`config.mk`:
```
export PLATFORM = sky130hd
export DESIGN_NAME = sop_scanner
export DESIGN_NICKNAME = d
export VERILOG_FILES = /design/src/rtl/sop_scanner.sv
export SDC_FILE = /design/constraint.sdc
export NUM_CORES = 1
export LEC_CHECK = 0
export BUFFER_PORTS_ARGS = -buffer_cell sky130_fd_sc_hd__buf_2
export CAP_MARGIN = 40
export CORE_MARGIN = 2
export CORE_UTILIZATION = 57
export CTS_BUF_LIST = sky130_fd_sc_hd__clkbuf_8
export CTS_CLUSTER_DIAMETER = 50
export DETAILED_ROUTE_END_ITERATION = 8
export PLACE_DENSITY = 0.86
export SLEW_MARGIN = 25
export SYNTH_ARGS = -nofsm -noshare
export SYNTH_HDL_FRONTEND = slang
export SYNTH_SLANG_ARGS = --single-unit
```
`constraint.sdc`:
```
create_clock -name clk -period 4.9 [get_ports clk]
set_input_delay 0.49 -clock clk [delete_from_list [all_inputs] [get_ports clk]]
set_output_delay 0.49 -clock clk [all_outputs]
set_load 0.02 [all_outputs]
```
`src/rtl/sop_scanner.sv`:
```
// Sequential sum-of-minterms evaluator: latches a 2^N-bit mask on start and
// streams every input row with its function value over a valid/ready handshake.
module sop_scanner #(
    parameter int N = 3
) (
    input  logic                clk,
    input  logic                rst_n,
    input  logic                start,
    input  logic [(1<<N)-1:0]   truth,
    input  logic                out_ready,
    output logic                out_valid,
    output logic [N-1:0]        row,
    output logic                s,
    output logic                busy,
    output logic                done,
    output logic [N:0]          ones_count,
    output logic                is_taut,
    output logic                is_zero
);

    localparam int               ROWS       = 1 << N;
    localparam logic [N-1:0]     LAST_IDX   = N'(ROWS - 1);
    localparam logic [N:0]       FULL_COUNT = (N+1)'(ROWS);

    typedef enum logic [1:0] {
        IDLE = 2'd0,
        SCAN = 2'd1,
        DONE = 2'd2
    } state_t;

    state_t          state, state_nxt;
    logic [ROWS-1:0] mask_q;
    logic [N-1:0]    idx;
    logic [N:0]      count;
    logic            accept;
    logic            xfer;

    assign accept = (state == IDLE) && start;
    assign xfer   = (state == SCAN) && out_ready;

    // NOTE: sequential state uses non-blocking assignments so every register
    // samples pre-edge values, independent of block ordering.
    always_ff @(posedge clk or negedge rst_n) begin
        if (!rst_n) begin
            state <= IDLE;
        end else begin
            state <= state_nxt;
        end
    end

    // NOTE: state_nxt gets a default before any branch, so no path leaves it
    // unassigned and no latch is inferred.
    always_comb begin
        state_nxt = state;
        unique case (state)
            IDLE:    if (start) state_nxt = SCAN;
            SCAN:    if (xfer && idx == LAST_IDX) state_nxt = DONE;
            DONE:    state_nxt = IDLE;
            default: state_nxt = IDLE;
        endcase
    end

    // NOTE: the mask is a flat register vector, so it is reset with everything
    // else; s must read 0 out of reset.
    always_ff @(posedge clk or negedge rst_n) begin
        if (!rst_n) begin
            mask_q  <= '0;
            idx     <= '0;
            count   <= '0;
            is_taut <= 1'b0;
            is_zero <= 1'b0;
        end else begin
            if (accept) begin
                mask_q  <= truth;
                idx     <= '0;
                count   <= '0;
                is_taut <= 1'b0;
                is_zero <= 1'b0;
            end
            if (xfer) begin
                count <= count + {{N{1'b0}}, mask_q[idx]};
                // The terminal row ends the sweep instead of wrapping idx.
                if (idx != LAST_IDX) idx <= idx + N'(1);
            end
            if (state == DONE) begin
                is_taut <= (count == FULL_COUNT);
                is_zero <= (count == '0);
            end
        end
    end

    assign out_valid  = (state == SCAN);
    assign busy       = (state != IDLE);
    assign done       = (state == DONE);
    assign row        = idx;
    assign s          = mask_q[idx];
    assign ones_count = count;

endmodule

```
== Word level (Yosys, flattened, before mapping) ==
Cells that the tools add are included.
Word-level totals
  word-level logic and storage cells: 38
  output and inout bits: 13
  input bits: 12
  bits in registers: 19
Operators by class
  eq/ne operators: 7
  reduce and logical (&&, ||, !) cells: 9
  multiplexer cells: 13
  add/sub/neg operators: 2
  order comparisons: 1
Operator list (number)
  3-bit 2-to-1 mux: 3
  4-bit 2-to-1 mux: 2
  2-bit nonzero test: 3
  4-bit by 1-bit adder with 4-bit output: 1
  4-bit == test (second input constant): 1
  4-bit logical NOT: 1
  3-bit by 4-bit less-than comparator with 1-bit output (second input constant): 1
  1-bit 2-to-1 mux: 4
  2-bit 2-to-1 mux: 2
  2-bit one-hot mux with 2 select lines: 1
  3-bit by 1-bit adder with 3-bit output (second input constant): 1
  1-bit binary-select mux with 3-bit select: 1
  3-bit == test (second input constant): 1
  1-bit logical AND: 3
  3-bit inequality test (second input constant): 1
  2-bit by 1-bit == test with 1-bit output (second input constant): 1
  2-bit == test (second input constant): 1
  2-bit logical NOT: 1
  2-bit by 1-bit inequality test with 1-bit output (second input constant): 1
  2-bit inequality test (second input constant): 1
  2-bit AND reduction: 1

== Longest topological paths before layout ==
  depth after elaboration: 5
  gate-level depth with buffers: 6
  gate-level depth less buffers: 6

== Least setup slack after synthesis ==
Ideal clock, no wire load.
  kind: reg2reg
  start: reg idx[0], in the netlist row[0]
  end: reg count[1], in the netlist ones_count[1]
  setup time: 121 ps
  path buffers: 0
  slack: 2683 ps
  data arrival time: 2096 ps
  period minus slack after synthesis: 2217 ps
  required time: 4779 ps
  stages on the path, launching flop included: 6
  path through: dfrtp_1 -> mux4_1 -> mux2_2 -> ha_1 -> ha_1 -> a22o_1
Between the ends
  word-level cells in the longest chain between the ends: 4
Ends and longest elaborated chain
  start: declaration: line 33  | logic [N-1:0] idx;
  start signal: assignment: line 83  | if (idx != LAST_IDX) idx <= idx + N'(1);
  1-bit binary-select mux with 3-bit select
  1-bit 2-to-1 mux
  net s: line 13  | output logic s,
  4-bit by 1-bit adder with 4-bit output: line 81  | count <= count + {{N{1'b0}}, mask_q[idx]};
  4-bit 2-to-1 mux: line 80  | if (xfer) begin
  end signal: assignment: line 81
  end: declaration: line 34  | logic [N:0] count;
The timed path passes the listed nets, and every way through them passes these cells. The select of a mux whose other input is x is not followed.
A chain may end at the register's enable or synchronous reset.

== Worst setup path in the final report ==
  start: reg idx[0], in the netlist row[0]
  end: out s
Between the ends
  word-level cells in the longest chain between the ends: 2
Ends and longest elaborated chain
  1-bit binary-select mux with 3-bit select: line 96  | assign s = mask_q[idx];
  1-bit 2-to-1 mux (not written as such): line 96
  end: declaration: line 13
Every way passes these cells. The select of a mux whose other input is x is not followed.

==> reports/results.ini <==
[outcome]
outcome=complete, no violations

[grt]
grt_pass1_wl_um=2700
grt_antenna_before_repair=0
grt_pass1_vias=640
grt_max_degree=20
overflow=0
grt_use_total=0.199

[worst_setup_path]
cp-end-kind=output pin
reg2reg_from=row[0]
path_cells=mux4_1 -> mux2_2 -> buf_2
crit_slowest_cell=mux4_1
worstReg2RegEnd=ones_count[1]
r2r_slack_ns=2.79
crit_required_ns=4.41
slowest_delay_ns=0.57
critPathTopFamily=multiplexers
critPathBufInv=1
critPathMaxFanout=5
worstSetupPathType=reg2out
cp.arrival_ns=1.72
ff2ff_path_depth=5
start_kind=flip-flop

[route]
wl_met3_um=65
post_drt_via_cell_ratio=5.85
num_vias=620
drt_pass1_iterations=2
drt_first_iter_violations=7
antenna_left=0
highest-signal-layer=met4
wl_um=1620
met2_length_um=843
wl_per_cell_um=15.3
drc=0
met1Wirelength_um=695

[floorplanning]
io_pins=25
die_h_um=43.8
fp-row-count=14
start_util=0.606
fp.coreArea_um2=1490
die-area_um2=1920
die_w_um=43.8

[cells_and_area]
final_layout_size_suffix_gt1_frac=0.467
nets=107
area_growth_pct=20.0
antenna-diode-count=0
postLayoutCoreUtil=0.727

[timing]
finalCritPeriodShare=0.451
max_freq_mhz=452
setup_violations=0
fin_setup_tns_ns=0
fin_crit_ns=2.21
slew_headroom=0.722
tightest_slew_ns=0.418
maxSlewViolCount=0
rsz0062_at_grt=no
hold_viol_final=0
skew_ns=0.00261

[clock_network]
cts-hold-fix-buffers=0
cts_root_buf=clkbuf_8
clock_sinks=19
post_cts_resized=0
cts_tree=built
worstSkewPairLatency_ns=0.25
clk_pin_slew_ns=0.07
clock_path_buffers=2
cts_made_buffers=3
htreeDepth=1
postCtsSetupRepairBufs=0

[placement]
port_buffers=24
gp_congestion=0.716

[yosys]
ys_types=22
synthCells=63
synth-seq-cells=19
yosysSeqAreaShare=0.527
synth_nets=79
yosysWarnings=0
synth.avg_cell_area_um2=14.3
synth_area_um2=902

[power_and_ir_drop]
ir_drop_mv=0.424
power_density_nw_per_um2=617
total_leakage_power_nw=0.550

[job]
drv_cap=0

[hold_path]
hold_path_class=in2async

final cells by class:
| cell class | count | area, µm² |
|---|---|---|
| clock inverters | 1 | 3.75 |
| clock buffers | 3 | 41.3 |
| fillers | 100 | 407 |
| multi-input cells | 41 | 410 |
| repair buffers | 25 | 128 |
| well taps | 16 | 20.0 |
| flip-flops and latches | 19 | 475 |
| inverters | 1 | 3.75 |
worst max path at each step:
stage,start,end,slack [ns],cells after the start
2_1_floorplan,row[0],ones_count[1],2.68,5
4_1_cts,row[0],s,2.68,3
3_3_place_gp,row[0],ones_count[1],2.87,5
3_5_place_dp,row[0],ones_count[1],2.80,5
5_1_grt,row[0],s,2.64,3
6_report,row[0],s,2.69,3
registers in the layout, indices dropped and copies added (netlist names):
name	flops
mask_q	8
ones_count	4
row	3
state	2
is_taut	1
is_zero	1
logic make-up after synthesis:
| logic type | share of synthesized area |
|---|---|
| fa+ha+maj | 0.0555 |
| mux | 0.205 |
| flops | 0.527 |
| simple gates | 0.119 |
| compound gates | 0.0749 |
| buf+inv | 0.0180 |
where the power goes:
part | switching, mW | leakage, nW | internal [mW] | total, mW
Combinational | 0.137 | 0.286 | 0.152 | 0.289
Clock | 0.0491 | 0.0269 | 0.0556 | 0.105
Sequential | 0.0555 | 0.237 | 0.219 | 0.274
cell usage after synthesis (all sizes together):
| cell type | instances | area [µm²] |
|---|---|---|
| buf | 2 | 12.5 |
| ha | 4 | 50.1 |
| or2 | 1 | 6.26 |
| nor3b | 1 | 12.5 |
| and2 | 1 | 6.26 |
| inv | 1 | 3.75 |
| nand2b | 2 | 12.5 |
| nand4 | 1 | 6.26 |
| nor2b | 2 | 12.5 |
| and4bb | 1 | 12.5 |
| nand2 | 2 | 7.51 |
| a21o | 1 | 7.51 |
| mux4 | 2 | 52.6 |
| and3b | 1 | 8.76 |
| a22o | 6 | 52.6 |
| nor4b | 1 | 15.0 |
| dfrtp | 19 | 475 |
| mux2 | 10 | 113 |
| mux2i | 2 | 20.0 |
| o21bai | 1 | 7.51 |
| nor2 | 2 | 7.51 |
worst register-to-register path, cell delays in order, from the launching register on:
cell and delay, ns:
dfrtp_1 0.45, mux4_1 0.57, mux2_2 0.29, ha_1 0.22, ha_1 0.28, a22o_1 0.20
metal layers:
layer	vias up	track usage
met4	0	0.109
met2	16	0.350
li1	289	-
met5	-	0
met1	313	0.218
met3	2	0.0458
layout by cell type, fill, tap and decap left out, types with 2 or more instances in the layout:
cell,netlist,final
mux2i_1,2,2
mux4_1,2,2
dfrtp_1,19,19
nand2_1,2,2
nor2_1,2,2
clkbuf_8,0,3
inv_1,1,2
nor2b_1,2,2
nand2b_1,2,2
buf_2,1,24
ha_1,4,4
a22o_1,6,6
mux2_2,10,10
per-stage QoR:
stage	hold slack (ns)	setup WS (ns)	std cells	power [mW]	cell area, µm²
2_1_floorplan	0.194	2.68	63	0.482	902
3_3_place_gp	0.441	2.87	101	0.550	1030
3_5_place_dp	0.444	2.80	101	0.567	1030
4_1_cts	0.174	2.68	105	0.672	1070
5_1_grt	0.195	2.64	106	0.712	1080
6_report	0.163	2.69	106	0.668	1080
(Power assumes the default switching activity.)
